### config.mk
export PLATFORM = sky130hd
export DESIGN_NAME = shift_unit
export DESIGN_NICKNAME = d
export VERILOG_FILES = /design/src/rtl/cpu_shift_pkg.sv /design/src/rtl/shift_step.sv /design/src/rtl/shift_unit.sv
export SDC_FILE = /design/constraint.sdc
export NUM_CORES = 1
export LEC_CHECK = 0
export ABC_AREA = 1
export BUFFER_PORTS_ARGS = -buffer_cell sky130_fd_sc_hd__clkbuf_2
export CELL_PAD_IN_SITES_DETAIL_PLACEMENT = 0
export CELL_PAD_IN_SITES_GLOBAL_PLACEMENT = 1
export CORE_MARGIN = 2
export CORE_UTILIZATION = 44
export DETAILED_ROUTE_END_ITERATION = 12
export GPL_TIMING_DRIVEN = 0
export PLACE_DENSITY_LB_ADDON = 0.05
export RECOVER_POWER = 25
export SLEW_MARGIN = 30
export SYNTH_ARGS = -nofsm -noshare
export SYNTH_HDL_FRONTEND = slang
export SYNTH_SLANG_ARGS = --single-unit
### constraint.sdc
create_clock -name clk -period 5.4 [get_ports clk]
set_clock_uncertainty 0.15 [all_clocks]
set_input_delay 1.08 -clock clk [delete_from_list [all_inputs] [get_ports clk]]
set_output_delay 1.08 -clock clk [all_outputs]
set_load 0.05 [all_outputs]
### src/rtl/cpu_shift_pkg.sv
// Shared encodings for the shift/rotate unit: op codes, FSM states and op-class helpers.
package cpu_shift_pkg;

    typedef enum logic [2:0] {
        SH_SLL = 3'b000,
        SH_SRL = 3'b001,
        SH_SRA = 3'b010,
        SH_ROL = 3'b011,
        SH_ROR = 3'b100
    } sh_op_e;

    typedef enum logic [1:0] {
        ST_IDLE = 2'b00,
        ST_RUN  = 2'b01,
        ST_DONE = 2'b10
    } sh_state_e;

    function automatic logic is_rot(input logic [2:0] op);
        return (op == SH_ROL) || (op == SH_ROR);
    endfunction

    function automatic logic is_legal(input logic [2:0] op);
        return op <= SH_ROR;
    endfunction

endpackage

### src/rtl/shift_step.sv
// One combinational shift/rotate step by i_s positions; SRA fills with i_sign, which the
// caller ties to the sign of the original operand so cascaded steps stay arithmetic.
module shift_step
    import cpu_shift_pkg::*;
#(
    parameter int WIDTH = 32,
    parameter int SW    = $clog2(WIDTH)
) (
    input  logic [WIDTH-1:0] i_data,
    input  logic [2:0]       i_op,
    input  logic             i_sign,
    input  logic [SW-1:0]    i_s,
    output logic [WIDTH-1:0] o_data
);

    logic [SW:0]      w_inv;
    logic [WIDTH-1:0] w_fill;

    // Shifting by WIDTH yields zero, so a zero step leaves rotates unchanged.
    assign w_inv  = (SW+1)'(WIDTH) - {1'b0, i_s};
    assign w_fill = i_sign ? ~({WIDTH{1'b1}} >> i_s) : '0;

    always_comb begin
        o_data = '0;
        case (i_op)
            SH_SLL:  o_data = i_data << i_s;
            SH_SRL:  o_data = i_data >> i_s;
            SH_SRA:  o_data = (i_data >> i_s) | w_fill;
            SH_ROL:  o_data = (i_data << i_s) | (i_data >> w_inv);
            SH_ROR:  o_data = (i_data >> i_s) | (i_data << w_inv);
            default: o_data = '0;
        endcase
    end

endmodule

### src/rtl/shift_unit.sv
// Multi-cycle shift/rotate operand producer with valid/ready on both sides.
// Define SHIFT_UNIT_FAST_EN to replace the iterative RUN phase with a single-cycle barrel shifter.
module shift_unit
    import cpu_shift_pkg::*;
#(
    parameter int WIDTH = 32,
    parameter int STEP  = 4
) (
    input  logic                     clk,
    input  logic                     reset_n,
    input  logic                     in_valid,
    output logic                     in_ready,
    input  logic [2:0]               in_op,
    input  logic [WIDTH-1:0]         in_data,
    input  logic [$clog2(WIDTH)-1:0] in_amt,
    output logic                     out_valid,
    input  logic                     out_ready,
    output logic [WIDTH-1:0]         out_shift,
    output logic [WIDTH-1:0]         out_rot,
    output logic                     out_zero,
    output logic                     out_err,
    output logic [1:0]               dbg_state
);

    localparam int SW = $clog2(WIDTH);

    // Handshakes: a transfer happens on a rising edge where valid and ready are both high;
    // the producer holds valid and payload stable until that edge.
    sh_state_e        r_state;
    logic [2:0]       r_op;
    logic [WIDTH-1:0] r_data;
    logic             r_sign;
    logic [SW-1:0]    r_rem;
    logic [WIDTH-1:0] r_shift;
    logic [WIDTH-1:0] r_rot;
    logic             r_zero;
    logic             r_err;

    logic [SW-1:0]    w_s;
    logic [SW-1:0]    w_rem_nxt;
    logic [WIDTH-1:0] w_step_out;
    logic [WIDTH-1:0] w_idle_data;
    logic             w_idle_done;
    logic             w_in_run;
    logic [2:0]       w_fin_op;
    logic [WIDTH-1:0] w_fin_data;
    logic             w_fin_err;
    logic             w_fin_rot;
    logic [WIDTH-1:0] w_shift_nxt;
    logic [WIDTH-1:0] w_rot_nxt;
    logic             w_zero_nxt;

    assign w_s       = (r_rem > SW'(STEP)) ? SW'(STEP) : r_rem;
    assign w_rem_nxt = r_rem - w_s;

    shift_step #(.WIDTH(WIDTH), .SW(SW)) u_step (
        .i_data (r_data),
        .i_op   (r_op),
        .i_sign (r_sign),
        .i_s    (w_s),
        .o_data (w_step_out)
    );

`ifdef SHIFT_UNIT_FAST_EN
    logic [WIDTH-1:0] w_stage [SW+1];

    assign w_stage[0] = in_data;
    for (genvar k = 0; k < SW; k++) begin : g_barrel
        shift_step #(.WIDTH(WIDTH), .SW(SW)) u_stage (
            .i_data (w_stage[k]),
            .i_op   (in_op),
            .i_sign (in_data[WIDTH-1]),
            .i_s    (in_amt[k] ? SW'(1 << k) : '0),
            .o_data (w_stage[k+1])
        );
    end
    assign w_idle_data = w_stage[SW];
    assign w_idle_done = 1'b1;
`else
    assign w_idle_data = in_data;
    assign w_idle_done = (in_amt == '0) || !is_legal(in_op);
`endif

    // Result selection shared by the IDLE shortcut and the last RUN step.
    assign w_in_run    = (r_state == ST_RUN);
    assign w_fin_op    = w_in_run ? r_op : in_op;
    assign w_fin_data  = w_in_run ? w_step_out : w_idle_data;
    assign w_fin_err   = w_in_run ? 1'b0 : !is_legal(in_op);
    assign w_fin_rot   = is_rot(w_fin_op);
    assign w_shift_nxt = (w_fin_err || w_fin_rot) ? '0 : w_fin_data;
    assign w_rot_nxt   = (!w_fin_err && w_fin_rot) ? w_fin_data : '0;
    assign w_zero_nxt  = w_fin_err || (w_fin_data == '0);

    always_ff @(posedge clk or negedge reset_n) begin
        if (!reset_n) begin
            r_state <= ST_IDLE;
            r_op    <= '0;
            r_data  <= '0;
            r_sign  <= 1'b0;
            r_rem   <= '0;
            r_shift <= '0;
            r_rot   <= '0;
            r_zero  <= 1'b0;
            r_err   <= 1'b0;
        end else begin
            case (r_state)
                ST_IDLE: begin
                    if (in_valid) begin
                        r_op   <= in_op;
                        r_data <= in_data;
                        r_sign <= in_data[WIDTH-1];
                        r_rem  <= in_amt;
                        if (w_idle_done) begin
                            r_state <= ST_DONE;
                            r_shift <= w_shift_nxt;
                            r_rot   <= w_rot_nxt;
                            r_zero  <= w_zero_nxt;
                            r_err   <= w_fin_err;
                        end else begin
                            r_state <= ST_RUN;
                        end
                    end
                end
                ST_RUN: begin
                    r_data <= w_step_out;
                    r_rem  <= w_rem_nxt;
                    if (w_rem_nxt == '0) begin
                        r_state <= ST_DONE;
                        r_shift <= w_shift_nxt;
                        r_rot   <= w_rot_nxt;
                        r_zero  <= w_zero_nxt;
                        r_err   <= w_fin_err;
                    end
                end
                ST_DONE: begin
                    if (out_ready) begin
                        r_state <= ST_IDLE;
                        r_shift <= '0;
                        r_rot   <= '0;
                        r_zero  <= 1'b0;
                        r_err   <= 1'b0;
                    end
                end
                default: r_state <= ST_IDLE;
            endcase
        end
    end

    assign in_ready  = (r_state == ST_IDLE);
    assign out_valid = (r_state == ST_DONE);
    assign out_shift = r_shift;
    assign out_rot   = r_rot;
    assign out_zero  = r_zero;
    assign out_err   = r_err;
    assign dbg_state = r_state;

endmodule

; ---- Yosys cells after proc, flatten, opt, wreduce, memory -nomap -nowiden
; Index checks and enable logic that the tools add are counted.
[totals]
ff_bits = 109
latch_bits = 0
mem_bits_rw = 0
rom_bits = 0
inputBits = 44
out_inout_bits = 70
elab_cells = 87
memories = 0
[op_classes]
addsub = 2
mul = 0
div = 0
magnitude_cmp = 2
eq_ne = 12
shift = 5
mux = 35
n_bitwise = 4
n_reduce_logical = 18
[op_table]
columns = operator, count
row1 = $mux W32, 12
row2 = $pmux W32 S3, 2
row3 = $pmux W32 S5, 1
row4 = $or A32 B32 Y32, 3
row5 = $pmux W32 S2, 1
row6 = $logic_not A32 Y1, 1
row7 = $not A32 Y32, 1
row8 = $shl A32 B5 Y32, 1
row9 = $shl A32 B6 Y32, 1
row10 = $shr A32 B5 Y32, 1
row11 = $shr A32 B5 Y32 const A, 1
row12 = $shr A32 B6 Y32, 1
row13 = $logic_not A5 Y1, 2
row14 = $mux W5, 2
row15 = $pmux W5 S2, 1
row16 = $eq A3 B2 Y1 const B, 3
row17 = $mux W1, 8
row18 = $mux W2, 4
row19 = $eq A3 B3 Y1 const B, 2
row20 = $ne A2 B1 Y1 const B, 3
row21 = $pmux W1 S3, 2
row22 = $pmux W2 S3, 1
row23 = $sub A6 B5 Y6 const A, 1
row24 = $gt A5 B3 Y1 const B, 1
row25 = 17 further kinds, 22

; ---- Logic depth before layout (Yosys ltp)
[logic_depth]
depth_word = 13
ltp_mapped = 26
mapped_depth_nobuf = 24

; ---- Hierarchy
; Synthesis repeated with hierarchy kept, for this count alone.
[unflattened]
cells_unflattened = 2177
hier_area_um2 = 12428.2
[modules_own_cells]
columns = module, instances, cells_each, area_per_inst_um2, seq_area_each_um2
row1 = shift_step, 1, 1444, 6996.7, 0.0
row2 = shift_unit, 1, 733, 5431.5, 2727.6

; ---- Worst setup path before layout
; Ideal clock, no wire load.
[synth_timing]
path_type = register to register
start = reg r_rem[4]
end = reg r_zero (netlist: out_zero)
setup_ns = 0.066
arrival_time_ns = 3.087
t_required_ns = 5.184
path_slack_ns = 2.098
stages_incl_launch_ff = 26
path_buffers = 3
synth_period_minus_slack_ns = 3.302
path_cell_list = dfrtp_1 -> nor2_8 -> nand2_4 -> inv_4 -> nand2_2 -> buf_4 -> buf_2 -> ha_1 -> inv_1 -> ha_1 -> clkinv_1 -> clkbuf_1 -> nand3_1 -> o21ai_0 -> nand2_1 -> nand2_1 -> nand3b_1 -> nand2_1 -> nand2_1 -> nor2_1 -> nand2_1 -> nor2_1 -> nand2_1 -> o21bai_1 -> nand2_1 -> nand2_1
[synth_between]
elab_chain_cells = 13
word_cells_on_any_way = 25
cone_classes = 2 x add/sub / 1 x order compare / 1 x eq/ne / 5 x shift / 8 x mux / 4 x bitwise / 4 x reduce/logical
[synth_rtl]
columns = element, line
row1 = "start, declared", shift_unit.sv:33  ; logic [SW-1:0] r_rem;
row2 = "start signal, assigned", shift_unit.sv:112  ; r_rem <= in_amt;
row3 = "start signal, assigned", shift_unit.sv:126  ; r_rem <= w_rem_nxt;
row4 = "parallel branches: the longest is 13 deep, another holds $sub A6 B5 Y6", n/a
row5 = "end signal, assigned", shift_unit.sv:117  ; r_zero <= w_zero_nxt;
row6 = "end signal, assigned", shift_unit.sv:131  ; r_zero <= w_zero_nxt;
row7 = "end, declared", shift_unit.sv:36  ; logic r_zero;
; Several ways; the timed one is not identified. The select of a mux whose other input is x is not followed.
; A chain may end at the register's enable or synchronous reset.

; ---- Worst setup path in the final report
; Ends and elaborated chain as after synthesis.

==> results by group <==
Clock network
  – Clock Tree Buf Depth: 2
  – Post-CTS Hold Buffers: 0
  – CTS Sinks: 109
  – Clock latency on the worst-skew pair: 350 ps
  – CTS Buf Count: 9
  – Postcts setup bufs: 0
  – Clock transition at path regs: 80 ps
  – CTS tree: built
  – CTS Root Cell: clkbuf_16
  – Post-CTS sizing: 0
  – Number of H-tree levels: 3

Logic synthesis
  – Post-synth ARST share: 1.000
  – Mapped cell area: 8788 um2
  – Warnings from Yosys: 0
  – Post-synth net total: 1477
  – Synth top area cells: dfrtp_1 31%, nand2_1 22%, nand3_1 16%
  – Top FF cell, synth: dfrtp_1
  – Yosys reg bits: around 110
  – Top-count cell post-synth: nand2_1
  – Yosys top cell area share: 0.3104
  – Syn avg cell area: 6.154 um2
  – Top cells by count, synth: 511 x nand2_1, 284 x nand3_1, 110 x inv_1
  – Post-synth EDFFs: 0
  – Yosys cell types: 45
  – Post-synthesis cell count: 1428
  – Register area share after synthesis: 0.3104
  – Cell type with the largest total area after synthesis: dfrtp_1

Hold path
  – HP Class: reg2reg

Placement
  – Placed Area: 9722 um2
  – Port Buffers: 113
  – Place WS: 595.9 ps
  – DP Wirelength: approximately 36000 um
  – GPL Wtd Cong: ~1.1

Worst setup path
  – CP Launch Type: flip-flop
  – R2R Setup Slk: ~330 ps
  – WP data required: about 5500 ps
  – Crit. End Element: flip-flop
  – Critical path arrival: 5160 ps
  – Max FO, Critical Path: 10
  – Worst stage delay on the critical path: about 640 ps
  – Crit path kind: reg2reg
  – Critical-path top delay cell: a21oi_1
  – Critical Path Most Common Cell: nand2_1
  – R2r startpoint: r_rem[4]
  – Register-to-Register Path Depth: 23
  – Worst-path cell chain: nor2_8 > nand2_4 > inv_4 > nand2_2 > buf_4 > buf_2 > ha_1 > clkbuf_1 > inv_1 > clkbuf_1 > nand3_1 > a21oi_1 > o21ai_1 > nand2_1 > nand2_1 > nand2_1 > nor2_1 > nand2_1 > nor2_1 > nand3_1 > o21bai_1 > nand2_1 > nand2_1
  – Worst Setup SP: r_rem[4]
  – Critical Path End: out_zero
  – R2R Path End: out_zero

Routing
  – Via count: 11290
  – Drc violations: 0
  – Post-Route WL: between 40000 and 50000 um
  – Wirelength per Cell: between 20 and 25 um
  – Vias/cell: 6.195
  – Post-DRT Antenna Nets: 0
  – DR pass1 iterations: 7
  – Iter 0 DRT Violations: 1721

Floorplanning
  – Die width: between 100 and 150 um
  – Starting Density: 0.4501
  – Ports: 114
  – Full die area: between 20000 and 25000 um2
  – Core box area: 19530 um2
  – Die Height: 145.3 um
  – Site row count: 51

Global route
  – GR met1 Demand/Resource: 0.5643
  – Largest net degree at the start of global routing: 79
  – Global-route wire length before repair: 66650 um
  – Vias in the first global route: 10620
  – Initial antenna violation count: 0
  – Most Crowded Layer GR: met2
  – Grt total ovfl: 0
  – Met3 Track Usage GR: 0.1157
  – GRT Util Overall: 0.4195
  – Met2 Usage GRT: 0.6206

Run status
  – Failing checks: capacitance limit, slew limit
  – Status: finished with violations

Finish
  – Nets: around 1600
  – Area Overhead vs Synth: 13.40%
  – Fillers: roughly 2200
  – Layout cell share with drive strength beyond 1: 0.1201
  – N_diodes: 0
  – Design Area, Final: 9966 um2

STA
  – Min setup slack post-route: 328.8 ps
  – Worst-Margin Slew: 1954 ps
  – Fin crit share: 0.9391
  – Maximum clock frequency: 0.1972 GHz
  – RSZ-0062 raised after global routing: no
  – Final hold vios: 0
  – Worst slew margin: -0.3030
  – Final Max Tran Viols: 112
  – Minimum clock period: 5071 ps
  – Final setup fails: 0
  – Setup TNS: 0 ps

Flow run
  – Max-cap violations: 2
cells in the final DEF, fill, tap and decap left out, drive strengths merged:
cell      count
a211oi        1
a21boi        4
a21oi        25
a22o         24
a22oi         1
a31oi         1
a32o          1
buf          41
clkbuf      168
clkinv        4
clkinvlp      1
conb          1
dfrtp       109
ha            5
inv         118
nand2       514
nand3       285
nand3b        3
nand4        39
nor2         61
nor3          4
nor4          1
o211ai       22
o21ai       112
o21bai        2
o22ai         4
o311ai        1
o31ai         1
or2           2
or3           1
xnor2         1
layout make-up:
class | count | area, um2 | share of cell area
multi-input cells | 1116 | 5235 | 0.5253
flip-flops and latches | 109 | 2728 | 0.2737
repair buffers | 114 | 569.3 | 0.05712
inverters | 118 | 445.4 | 0.04470
plain buffers | 85 | 382.9 | 0.03842
well taps | 265 | 331.6 | 0.03327
clock buffers | 10 | 229.0 | 0.02298
clock inverters | 5 | 45.04 | 0.004520
worst max-delay path, delay by kind of cell, from the launching register on:
| family | cells | cell delay [ps] |
|---|---|---|
| AO/OA/AOI/OAI | 3 | 860 |
| adder cells (fa/ha/maj) | 1 | 320 |
| buffers and inverters | 6 | 1650 |
| flip-flops | 1 | 460 |
| AND/OR/NAND/NOR | 13 | 1500 |
sequential cells by signal, indices dropped and copies added, names as in the netlist:
register   flops
dbg_state      2
out_err        1
out_rot       32
out_shift     32
out_zero       1
r_data        32
r_op           3
r_rem          5
r_sign         1
through the flow:
stage	hold slack, ps	instances	utilization
2_1_floorplan	303.0	1428	-
3_3_place_gp	317.0	1806	0.4960
3_5_place_dp	322.6	1807	0.4979
4_1_cts	340.1	1822	0.5119
5_1_grt	355.4	1822	0.5104
6_report	340.4	1822	0.5104
worst min path at each step:
stage / start / slack [ps] / depth (start not counted) / endpoint
detailed placement: out_rot[5] / 320 / 2 / out_rot[5]
finish: out_rot[18] / 340 / 2 / out_rot[18]
global route: out_rot[18] / 360 / 2 / out_rot[18]
floorplan: r_data[26] / 300 / 2 / r_data[26]
global placement: out_rot[19] / 320 / 2 / out_rot[19]
CTS: out_rot[5] / 340 / 2 / out_rot[5]
cells by family after synthesis:
family / synth area share
fa+ha+maj: 0.007118
buf+inv: 0.09425
other cells: 0.0004267
compound gates: 0.1354
xor+xnor: 0.0009968
flops: 0.3104
simple gates: 0.4515
layer usage:
metal | part of all wire | vias to the layer above
li1 | - | 5016
met1 | 0.38 | 5223
met2 | 0.42 | 876
met3 | 0.13 | 172
met4 | 0.064 | 0
met5 | 0 | -
Power is left out: the tool's default activity adds up to more than one toggle a clock period on the data nets, which glitch-free logic cannot reach.
